--- src/rtl/alu_pkg.sv ---
// Shared types for the ALU arbiter: opcodes, arbiter FSM states and flag bit positions.
package alu_pkg;

    typedef enum logic [2:0] {
        OP_ADD = 3'b000,
        OP_SUB = 3'b001,
        OP_AND = 3'b010,
        OP_OR  = 3'b011,
        OP_XOR = 3'b100,
        OP_SHL = 3'b101,
        OP_SHR = 3'b110,
        OP_ILL = 3'b111
    } op_e;

    typedef enum logic [1:0] {
        IDLE = 2'b00,
        EXEC = 2'b01,
        RESP = 2'b10
    } state_e;

    // Bit positions inside the 4-bit {N,Z,V,C} flag vector
    localparam int FLAG_N = 3;
    localparam int FLAG_Z = 2;
    localparam int FLAG_V = 1;
    localparam int FLAG_C = 0;

endpackage

--- src/rtl/alu_arbiter_if.sv ---
// Two-requester command bus plus response channel of the ALU arbiter.
interface alu_arbiter_if #(
    parameter int N = 4
) ();
    logic         req0_valid;
    logic         req1_valid;
    logic [N-1:0] req0_a;
    logic [N-1:0] req0_b;
    logic [N-1:0] req1_a;
    logic [N-1:0] req1_b;
    logic [2:0]   req0_op;
    logic [2:0]   req1_op;
    logic         req0_ready;
    logic         req1_ready;
    logic         rsp_valid;
    logic         rsp_ready;
    logic         rsp_id;
    logic [N-1:0] rsp_result;
    logic [3:0]   rsp_flags;
    logic         rsp_err;
    logic         busy;

    // master: requesters and response consumer; slave: the arbiter itself
    modport master (
        output req0_valid, req1_valid, req0_a, req0_b, req1_a, req1_b,
        output req0_op, req1_op, rsp_ready,
        input  req0_ready, req1_ready, rsp_valid, rsp_id, rsp_result,
        input  rsp_flags, rsp_err, busy
    );

    modport slave (
        input  req0_valid, req1_valid, req0_a, req0_b, req1_a, req1_b,
        input  req0_op, req1_op, rsp_ready,
        output req0_ready, req1_ready, rsp_valid, rsp_id, rsp_result,
        output rsp_flags, rsp_err, busy
    );

endinterface

--- src/rtl/alu_arbiter_alu.sv ---
// Combinational N-bit ALU with {N,Z,V,C} flags, illegal-opcode error and a
// seven-segment view of the low result nibble.
module alu
    import alu_pkg::*;
#(
    parameter int N = 4
) (
    input  logic [N-1:0] a,
    input  logic [N-1:0] b,
    input  op_e          op,
    output logic [N-1:0] result,
    output logic [3:0]   flags,
    output logic         err,
    output logic [6:0]   disp_seg
);

    logic [N:0]          wide;
    logic                carry;
    logic                ovf;
    logic signed [N-1:0] sa;
    logic signed [N-1:0] sb;
    logic signed [N-1:0] sr;

    function automatic logic [6:0] hex7(input logic [3:0] h);
        logic [6:0] seg;
        case (h)
            4'h0: seg = 7'b0111111;
            4'h1: seg = 7'b0000110;
            4'h2: seg = 7'b1011011;
            4'h3: seg = 7'b1001111;
            4'h4: seg = 7'b1100110;
            4'h5: seg = 7'b1101101;
            4'h6: seg = 7'b1111101;
            4'h7: seg = 7'b0000111;
            4'h8: seg = 7'b1111111;
            4'h9: seg = 7'b1101111;
            4'ha: seg = 7'b1110111;
            4'hb: seg = 7'b1111100;
            4'hc: seg = 7'b0111001;
            4'hd: seg = 7'b1011110;
            4'he: seg = 7'b1111001;
            default: seg = 7'b1110001;
        endcase
        return seg;
    endfunction

    always_comb begin
        wide   = '0;
        carry  = 1'b0;
        ovf    = 1'b0;
        err    = 1'b0;
        result = '0;
        flags  = '0;
        sa     = a;
        sb     = b;
        unique case (op)
            OP_ADD: begin
                wide   = {1'b0, a} + {1'b0, b};
                result = wide[N-1:0];
                carry  = wide[N];
            end
            // Subtract as A + ~B + 1, so C=1 means no borrow (A >= B)
            OP_SUB: begin
                wide   = {1'b0, a} + {1'b0, ~b} + (N+1)'(1);
                result = wide[N-1:0];
                carry  = wide[N];
            end
            OP_AND: result = a & b;
            OP_OR:  result = a | b;
            OP_XOR: result = a ^ b;
            OP_SHL: result = a << b;
            OP_SHR: result = a >> b;
            default: err = 1'b1;
        endcase
        sr = result;
        if (op == OP_ADD) begin
            ovf = ((sa < 0) == (sb < 0)) && ((sr < 0) != (sa < 0));
        end else if (op == OP_SUB) begin
            ovf = ((sa < 0) != (sb < 0)) && ((sr < 0) != (sa < 0));
        end
        if (!err) begin
            flags[FLAG_N] = (sr < 0);
            flags[FLAG_Z] = (result == '0);
            flags[FLAG_V] = ovf;
            flags[FLAG_C] = carry;
        end
    end

    assign disp_seg = hex7(4'(result));

endmodule

--- src/rtl/alu_arbiter.sv ---
// Round-robin arbiter between two ALU requesters: grant, execute once,
// hold the registered response until the consumer takes it.
module alu_arbiter
    import alu_pkg::*;
#(
    parameter int N = 4
) (
    input  logic          clk,
    input  logic          rst_n,
    alu_arbiter_if.slave  bus
);

    state_e       state;
    logic         last_grant;
    logic         grant_any;
    logic         grant_id;

    logic [N-1:0] a_p0;
    logic [N-1:0] b_p0;
    op_e          op_p0;
    logic         id_p0;

    logic [N-1:0] alu_res;
    logic [3:0]   alu_flags;
    logic         alu_err;

    logic         vld_p1;
    logic [N-1:0] res_p1;
    logic [3:0]   flags_p1;
    logic         err_p1;
    logic         id_p1;

    // Ready is a same-cycle accept; gating with rst_n keeps it low during reset
    always_comb begin
        grant_any = 1'b0;
        grant_id  = 1'b0;
        if (rst_n && state == IDLE) begin
            if (bus.req0_valid && bus.req1_valid) begin
                grant_any = 1'b1;
                grant_id  = ~last_grant;
            end else if (bus.req0_valid) begin
                grant_any = 1'b1;
                grant_id  = 1'b0;
            end else if (bus.req1_valid) begin
                grant_any = 1'b1;
                grant_id  = 1'b1;
            end
        end
    end

    assign bus.req0_ready = grant_any && !grant_id;
    assign bus.req1_ready = grant_any &&  grant_id;
    assign bus.busy       = (state != IDLE);

    alu #(.N(N)) u_alu (
        .a        (a_p0),
        .b        (b_p0),
        .op       (op_p0),
        .result   (alu_res),
        .flags    (alu_flags),
        .err      (alu_err),
        .disp_seg ()
    );

    always_ff @(posedge clk) begin
        if (!rst_n) begin
            state      <= IDLE;
            last_grant <= 1'b1;
            vld_p1     <= 1'b0;
            res_p1     <= '0;
            flags_p1   <= '0;
            err_p1     <= 1'b0;
            id_p1      <= 1'b0;
        end else begin
            unique case (state)
                // p0: latch the granted command
                IDLE: begin
                    if (grant_any) begin
                        last_grant <= grant_id;
                        id_p0      <= grant_id;
                        if (grant_id) begin
                            a_p0  <= bus.req1_a;
                            b_p0  <= bus.req1_b;
                            op_p0 <= op_e'(bus.req1_op);
                        end else begin
                            a_p0  <= bus.req0_a;
                            b_p0  <= bus.req0_b;
                            op_p0 <= op_e'(bus.req0_op);
                        end
                        state <= EXEC;
                    end
                end
                // p1: capture the ALU output into the response registers
                EXEC: begin
                    res_p1   <= alu_res;
                    flags_p1 <= alu_flags;
                    err_p1   <= alu_err;
                    id_p1    <= id_p0;
                    vld_p1   <= 1'b1;
                    state    <= RESP;
                end
                RESP: begin
                    if (bus.rsp_ready) begin
                        vld_p1 <= 1'b0;
                        state  <= IDLE;
                    end
                end
                default: state <= IDLE;
            endcase
        end
    end

    assign bus.rsp_valid  = vld_p1;
    assign bus.rsp_result = res_p1;
    assign bus.rsp_flags  = flags_p1;
    assign bus.rsp_err    = err_p1;
    assign bus.rsp_id     = id_p1;

endmodule
--- src/flat_wrapper.sv ---
// flat-port wrapper written by rule: the top's interface ports become plain ports
module alu_arbiter_flat import alu_pkg::*;
#(
    parameter int N = 4
)
  (clk, rst_n, bus_req0_valid, bus_req1_valid, bus_req0_a, bus_req0_b, bus_req1_a, bus_req1_b, bus_req0_op, bus_req1_op, bus_rsp_ready, bus_req0_ready, bus_req1_ready, bus_rsp_valid, bus_rsp_id, bus_rsp_result, bus_rsp_flags, bus_rsp_err, bus_busy);
  alu_arbiter_if #(.N(N)) bus_i ();
  input  logic clk;
  input  logic rst_n;
  input wire logic [$bits(bus_i.req0_valid)-1:0] bus_req0_valid;
  input wire logic [$bits(bus_i.req1_valid)-1:0] bus_req1_valid;
  input wire logic [$bits(bus_i.req0_a)-1:0] bus_req0_a;
  input wire logic [$bits(bus_i.req0_b)-1:0] bus_req0_b;
  input wire logic [$bits(bus_i.req1_a)-1:0] bus_req1_a;
  input wire logic [$bits(bus_i.req1_b)-1:0] bus_req1_b;
  input wire logic [$bits(bus_i.req0_op)-1:0] bus_req0_op;
  input wire logic [$bits(bus_i.req1_op)-1:0] bus_req1_op;
  input wire logic [$bits(bus_i.rsp_ready)-1:0] bus_rsp_ready;
  output wire logic [$bits(bus_i.req0_ready)-1:0] bus_req0_ready;
  output wire logic [$bits(bus_i.req1_ready)-1:0] bus_req1_ready;
  output wire logic [$bits(bus_i.rsp_valid)-1:0] bus_rsp_valid;
  output wire logic [$bits(bus_i.rsp_id)-1:0] bus_rsp_id;
  output wire logic [$bits(bus_i.rsp_result)-1:0] bus_rsp_result;
  output wire logic [$bits(bus_i.rsp_flags)-1:0] bus_rsp_flags;
  output wire logic [$bits(bus_i.rsp_err)-1:0] bus_rsp_err;
  output wire logic [$bits(bus_i.busy)-1:0] bus_busy;
  assign bus_i.req0_valid = bus_req0_valid;
  assign bus_i.req1_valid = bus_req1_valid;
  assign bus_i.req0_a = bus_req0_a;
  assign bus_i.req0_b = bus_req0_b;
  assign bus_i.req1_a = bus_req1_a;
  assign bus_i.req1_b = bus_req1_b;
  assign bus_i.req0_op = bus_req0_op;
  assign bus_i.req1_op = bus_req1_op;
  assign bus_i.rsp_ready = bus_rsp_ready;
  assign bus_req0_ready = bus_i.req0_ready;
  assign bus_req1_ready = bus_i.req1_ready;
  assign bus_rsp_valid = bus_i.rsp_valid;
  assign bus_rsp_id = bus_i.rsp_id;
  assign bus_rsp_result = bus_i.rsp_result;
  assign bus_rsp_flags = bus_i.rsp_flags;
  assign bus_rsp_err = bus_i.rsp_err;
  assign bus_busy = bus_i.busy;
  alu_arbiter #(.N(N)) u_core (.clk(clk), .rst_n(rst_n), .bus(bus_i));
endmodule
--- config.mk ---
export PLATFORM = sky130hd
export DESIGN_NAME = alu_arbiter_flat
export DESIGN_NICKNAME = d
export VERILOG_FILES = /design/src/rtl/alu_pkg.sv /design/src/rtl/alu_arbiter_if.sv /design/src/rtl/alu_arbiter_alu.sv /design/src/rtl/alu_arbiter.sv /design/src/flat_wrapper.sv
export SDC_FILE = /design/constraint.sdc
export NUM_CORES = 1
export LEC_CHECK = 0
export ABC_AREA = 1
export CORE_ASPECT_RATIO = 0.6
export CORE_UTILIZATION = 45
export DETAILED_ROUTE_END_ITERATION = 6
export PLACE_DENSITY = 0.75
export SYNTH_ARGS = -nofsm -noshare
export SYNTH_HDL_FRONTEND = slang
export SYNTH_SLANG_ARGS = --single-unit
--- constraint.sdc ---
create_clock -name clk -period 2.55 [get_ports clk]
set_input_delay 0.3825 -clock clk [delete_from_list [all_inputs] [get_ports clk]]
set_output_delay 0.3825 -clock clk [all_outputs]
set_load 0.02 [all_outputs]
---- Yosys cells after proc, flatten, opt, wreduce, memory -nomap -nowiden ----
Index checks and enable logic that the tools add are counted.
cells by class
  add/subtract/negate cells ............... 3
  multiplexer cells ....................... 21
  eq/ne operators ......................... 13
  order comparisons ....................... 3
  bitwise gates (word level) .............. 5
  shift operators ......................... 2
  reduce and logical (&&, ||, !) cells .... 17
operators by type and width
  kind                 count
  $pmux 4 s7           1
  $lt 4x1->1 const B   3
  $mux 4               3
  $mux 1               11
  $add 4x4->5          2
  $eq 3x3->1 const B   3
  $reduce_or 7->1      1
  $eq 3x2->1 const B   2
  $logic_and 1x1->1    6
  $pmux 2 s3           1
  $reduce_and 2->1     3
  $add 5x1->5 const B  1
  $and 4x4->4          1
  $logic_not 4->1      1
  $mux 2               2
  $not 4->4            1
  $or 4x4->4           1
  $pmux 1 s2           2
  $reduce_bool 2->1    2
  $shl 4x4->4          1
  $shr 4x4->4          1
  $xor 4x4->4          1
  $eq 3x1->1 const B   1
  $logic_not 3->1      1
  other kinds (11)     12
word-level totals
  word-level logic and storage cells ...... 75
  bits in registers ....................... 26
  input port bits ......................... 27

---- Longest topological paths before layout ----
  depth after elaboration ................. 10
  depth in mapped cells ................... 13
  depth with buffers taken out ............ 13

---- Cells and area by module ----
From an unflattened synthesis, not the netlist that was laid out.
unflattened totals
  cells, all modules ...................... 323
  area total of the unflattened synthesis .. 2217.1 um^2
by module, submodules not included
  module       cells each  times used  area an instance (um^2)  seq. area each (um^2)
  alu_arbiter  122         1           1119.8                   640.6
  alu          201         1           1097.3                   0.0

---- Worst setup path before layout ----
OpenSTA, ideal clock, no wires.
  kind .................................... register to register
  from .................................... register u_core.b_p0[0]
  to ...................................... register u_core.flags_p1[2], in the netlist u_core.bus.rsp_flags[2]
  required time ........................... 2.483 ns
  library setup time ...................... 0.067 ns
  cell stages (with the launch flop) ...... 11
  path buffers ............................ 0
  data arrival time ....................... 2.062 ns
  path slack .............................. 0.420 ns
  period minus slack after synthesis ...... 2.130 ns
  path through ............................ edfxtp_1 -> ha_1 -> fa_1 -> or2_2 -> nand3_1 -> nand2_1 -> nor3_1 -> nand2_1 -> nor2_1 -> nand3_1 -> a21oi_2
between the ends
  longest elaborated chain between the ends .. 6
  elaborated cells between the ends (all ways) .. 12
  classes of those cells .................. add/sub (3); shift (2); mux (2); bitwise (4); reduce/logical (1)
ends and longest elaborated chain
  element                 line                   RTL
  start, declared         alu_arbiter.sv:19      logic [N-1:0] b_p0;
  start signal, assigned  alu_arbiter.sv:83      b_p0 <= bus.req1_b;
  start signal, assigned  alu_arbiter.sv:87      b_p0 <= bus.req0_b;
  $not 4->4               alu_arbiter_alu.sv:64  wide = {1'b0, a} + {1'b0, ~b} + (N+1)'(1);
  $add 4x4->5             alu_arbiter_alu.sv:64
  $add 5x1->5             alu_arbiter_alu.sv:64
  $pmux 4 s7 *            alu_arbiter_alu.sv:56  unique case (op)
  $logic_not 4->1 *       alu_arbiter_alu.sv:83  flags[FLAG_Z] = (result == '0);
  $mux 4 *                alu_arbiter_alu.sv:81  if (!err) begin
  end signal, assigned    alu_arbiter.sv:96      flags_p1 <= alu_flags;
  end, declared           alu_arbiter.sv:29      logic [3:0] flags_p1;
Every way passes the cells marked *; elsewhere a longest branch is shown, timed or not.
A chain may end at the register's enable or synchronous reset.

---- Final worst setup path ----
  from .................................... input port rst_n
  to ...................................... output port bus_req0_ready
between the ends
  longest elaborated chain between the ends .. 4
  elaborated cells between the ends (all ways) .. 5
  classes of those cells .................. mux (2); reduce/logical (3)
ends and longest elaborated chain
  element              line                RTL
  start, declared      flat_wrapper.sv:9   input logic rst_n;
  $logic_and 1x1->1 *  alu_arbiter.sv:37   if (rst_n && state == IDLE) begin
  $mux 1               alu_arbiter.sv:37
  $logic_not 1->1      alu_arbiter.sv:51   assign bus.req0_ready = grant_any && !grant_id;
  $logic_and 1x1->1 *  alu_arbiter.sv:51
  end, declared        flat_wrapper.sv:19  output wire logic [$bits(bus_i.req0_ready)-1:0] bus_req0_ready;
Marks and branches as above.

==> impl_results.md <==
* Vias/cell at slightly below 5
* Hold path endpoint: u_core.bus.rsp_flags[3]
* CTS buffer count at 3
* Fmax at ~0.43 GHz
* Seq/Total Area, Yosys at 0.3606
* DIE HEIGHT at 50.67 um
* Warnings, synthesis at 0
* Synth area leaders: edfxtp_1, nand2_1, dfxtp_1, ha_1, inv_1
* Place WS at 229.1 ps
* Setup bufs post-CTS at 0
* VDD IR max at 282.4 uV
* Layout area overhead at 30.35%
* Setup TNS at 0 ps
* Antenna cells at 0
* DRT Pass-1 Iters at 5
* GRT Util Overall at 0.1982
* Post-synth top area cell: edfxtp_1
* Row Count at 17
* Power Density at 502.4 nW/um^2
* Fillcell total at between 300 and 400
* Dominant synthesized flop cell: dfxtp_1
* Final setup violating endpoints at 0
* CP peak stage delay at 610 ps
* Total Routed Length at 3897 um
* Post-synth EDFFs at 12
* Slew headroom at 0.5250
* Via count at 1702
* Crit start category: input pin
* Cell Area, Synth at 1777 um^2
* Initial antenna violation count at 0
* Commonest cells in the netlist: nand2_1, inv_1, nor2_1, nand3_1, a21oi_1
* Critical path type: input pin to output pin
* Worst skew pair latency at 260 ps
* Hold Fails Final Rpt at 0
* Share of cells above drive strength 1 at 0.06333
* Final worst slack at about 210 ps
* Io pins at 41
* Synth Net Count at between 200 and 300
* Post-layout min period at 2337 ps
* Core box area at 3722 um^2
* Residual DRC at 0
* Detailed Place HPWL at ~3200 um
* Clk root buf: clkbuf_8
* Hold path start: u_core.bus.rsp_flags[3]
* CTS tree: done
* Max Fanout on Critical Path at 4
* Worst R2R Start: u_core.b_p0[0]
* Cell Chain, Critical Path: clkdlybuf4s50_1, inv_1, nor2_1, o21ai_0, nor2_1, clkdlybuf4s50_1
* Post-synth top area share at 0.2028
* WP data required at 2170 ps
* Count leader, synth: nand2_1
* Clock-pin slew on the worst setup and hold paths at ~90 ps
* Worst R2R Setup Slack at 360 ps
* Number of cells on the worst reg-to-reg path at 10
* Global route overflow at 0
* WHS Path Cells at 2
* Syn Inst Count at ~260
* Placer congestion estimate at just under 0.9
* Crit Reg-Reg Endpoint: u_core.bus.rsp_flags[2]
* Setup crit end kind: output pin
* RSZ-0062 raised after global routing: false
* Leakage at 1.095 nW
* CTS Hold Bufs at 0
* DIE AREA at 4212 um^2
* WP data arrival at 1950 ps
* Post-CTS Resized at 0
* Layout Nets at 342
* Status: finished, final reports clean
* Worst Hold Class: flip-flop to flip-flop
* First-pass GRT wire length at 6596 um
* Ys async rst share at 0
* CTS H-tree lvls at 1
* Slowest CP cell: clkdlybuf4s50_1
* Clock Path Buffers at 2
* Routed len/inst at 11.23 um
* Synth Register Bits at 26
* Period utilisation layout at 0.9166
* Post-route clock skew at around 1.2 ps
* Starting Density at 0.4773
* Max-Cap Viols at 0
* Slew Limit Fails at 0
* Largest net degree at the start of global routing at 16
* Port Buffer Count at 40
* Initial DRC Count at 74
* Vias in the first global route at between 1000 and 1500
* Worst-margin pin slew at 707.0 ps
* Final ANT Viol Nets at 0
* Die W at 83.12 um
* Library cells used by synthesis at 30
* Syn Area/Cell at 6.940 um^2
* CTS Sinks at 26
-- per-stage QoR --
step | util | cell area (um^2) | hold slack, ps | instances | power, mW
2_1_floorplan | - | 1777 | 423.9 | 256 | 0.7094
3_3_place_gp | 0.6030 | 2245 | 452.2 | 343 | 0.8353
3_5_place_dp | 0.6030 | 2245 | 452.0 | 343 | 0.8374
4_1_cts | 0.6222 | 2316 | 473.5 | 347 | 1.168
5_1_grt | 0.6222 | 2316 | 488.5 | 347 | 1.234
6_report | 0.6222 | 2316 | 470.8 | 347 | 1.164
-- per-layer routing --
layer / part of all wire / global-route usage
met1: 0.55 / 0.3159
met2: 0.38 / 0.2719
met3: 0.068 / 0.03618
met4: 0.0018 / 0.04023
met5: 0 / 0
-- how the worst max path moves through the flow --
stage	start	endpoint	slack, ps	cells after the start
2_1_floorplan	u_core.b_p0[0]	u_core.bus.rsp_flags[2]	420	10
3_3_place_gp	rst_n	bus_req0_ready	260	6
3_5_place_dp	rst_n	bus_req0_ready	230	6
4_1_cts	rst_n	bus_req0_ready	220	6
5_1_grt	rst_n	bus_req0_ready	80	6
6_report	rst_n	bus_req0_ready	210	6
-- state kept, by name, summed over array words and instances (netlist names) --
signal	count
u_core.bus.rsp_valid	1
u_core.bus.rsp_flags	4
u_core.state	2
u_core.b_p0	4
u_core.last_grant	1
u_core.bus.rsp_result	4
u_core.id_p0	1
u_core.a_p0	4
u_core.op_p0	3
u_core.bus.rsp_id	1
u_core.bus.rsp_err	1
-- power breakdown --
| group | internal [mW] | total, mW | leakage, nW | switching [mW] |
|---|---|---|---|---|
| clock network | 0.210 | 0.333 | 0.0357 | 0.123 |
| logic | 0.147 | 0.328 | 0.831 | 0.181 |
| registers | 0.474 | 0.503 | 0.228 | 0.0290 |
| total | 0.830 | 1.16 | 1.09 | 0.333 |
-- cells in the final DEF (no fill, tap or decap) --
master	count
nand2_1	93
clkdlybuf4s50_1	40
inv_1	28
nor2_1	24
nand3_1	17
a21oi_1	15
dfxtp_1	14
ha_1	12
edfxtp_1	12
o21ai_0	11
buf_4	5
or2_2	3
nor3_1	3
clkbuf_8	3
nand3b_1	2
nand3_2	2
fa_1	2
a21boi_0	1
inv_2	1
clkinv_1	1
nand2_2	1
nor2_4	1
nor2_2	1
o211ai_1	1
a311oi_1	1
or2_0	1
o21ai_1	1
a21oi_2	1
nand4_1	1
o21bai_1	1
bufinv_16	1
-- final cells by class --
class,instances,area (um^2),area share
clock inverter,1,30.03,0.01297
tap,47,58.81,0.02539
clock buffer,3,41.29,0.01783
timing repair buffer,45,437.9,0.1891
inverter,30,112.6,0.04862
multi-input combinational,195,994.7,0.4295
sequential,26,640.6,0.2766
-- worst max-delay path, delay by kind of cell --
kind,cells,cell delay [ps]
and+or+nand+nor,2,230
buffers and inverters,3,1220
AOI/OAI and AO/OA,1,120
-- cells by family (layout without fill, tap and decap cells) --
family	Yosys count	after routing	synth area share
compound gates	32	32	0.09859
flops	26	26	0.3606
buf+inv	35	79	0.07957
fa+ha+maj	14	14	0.1070
simple gates	149	149	0.3542
Note: power is estimated with default switching activity, not from simulation.
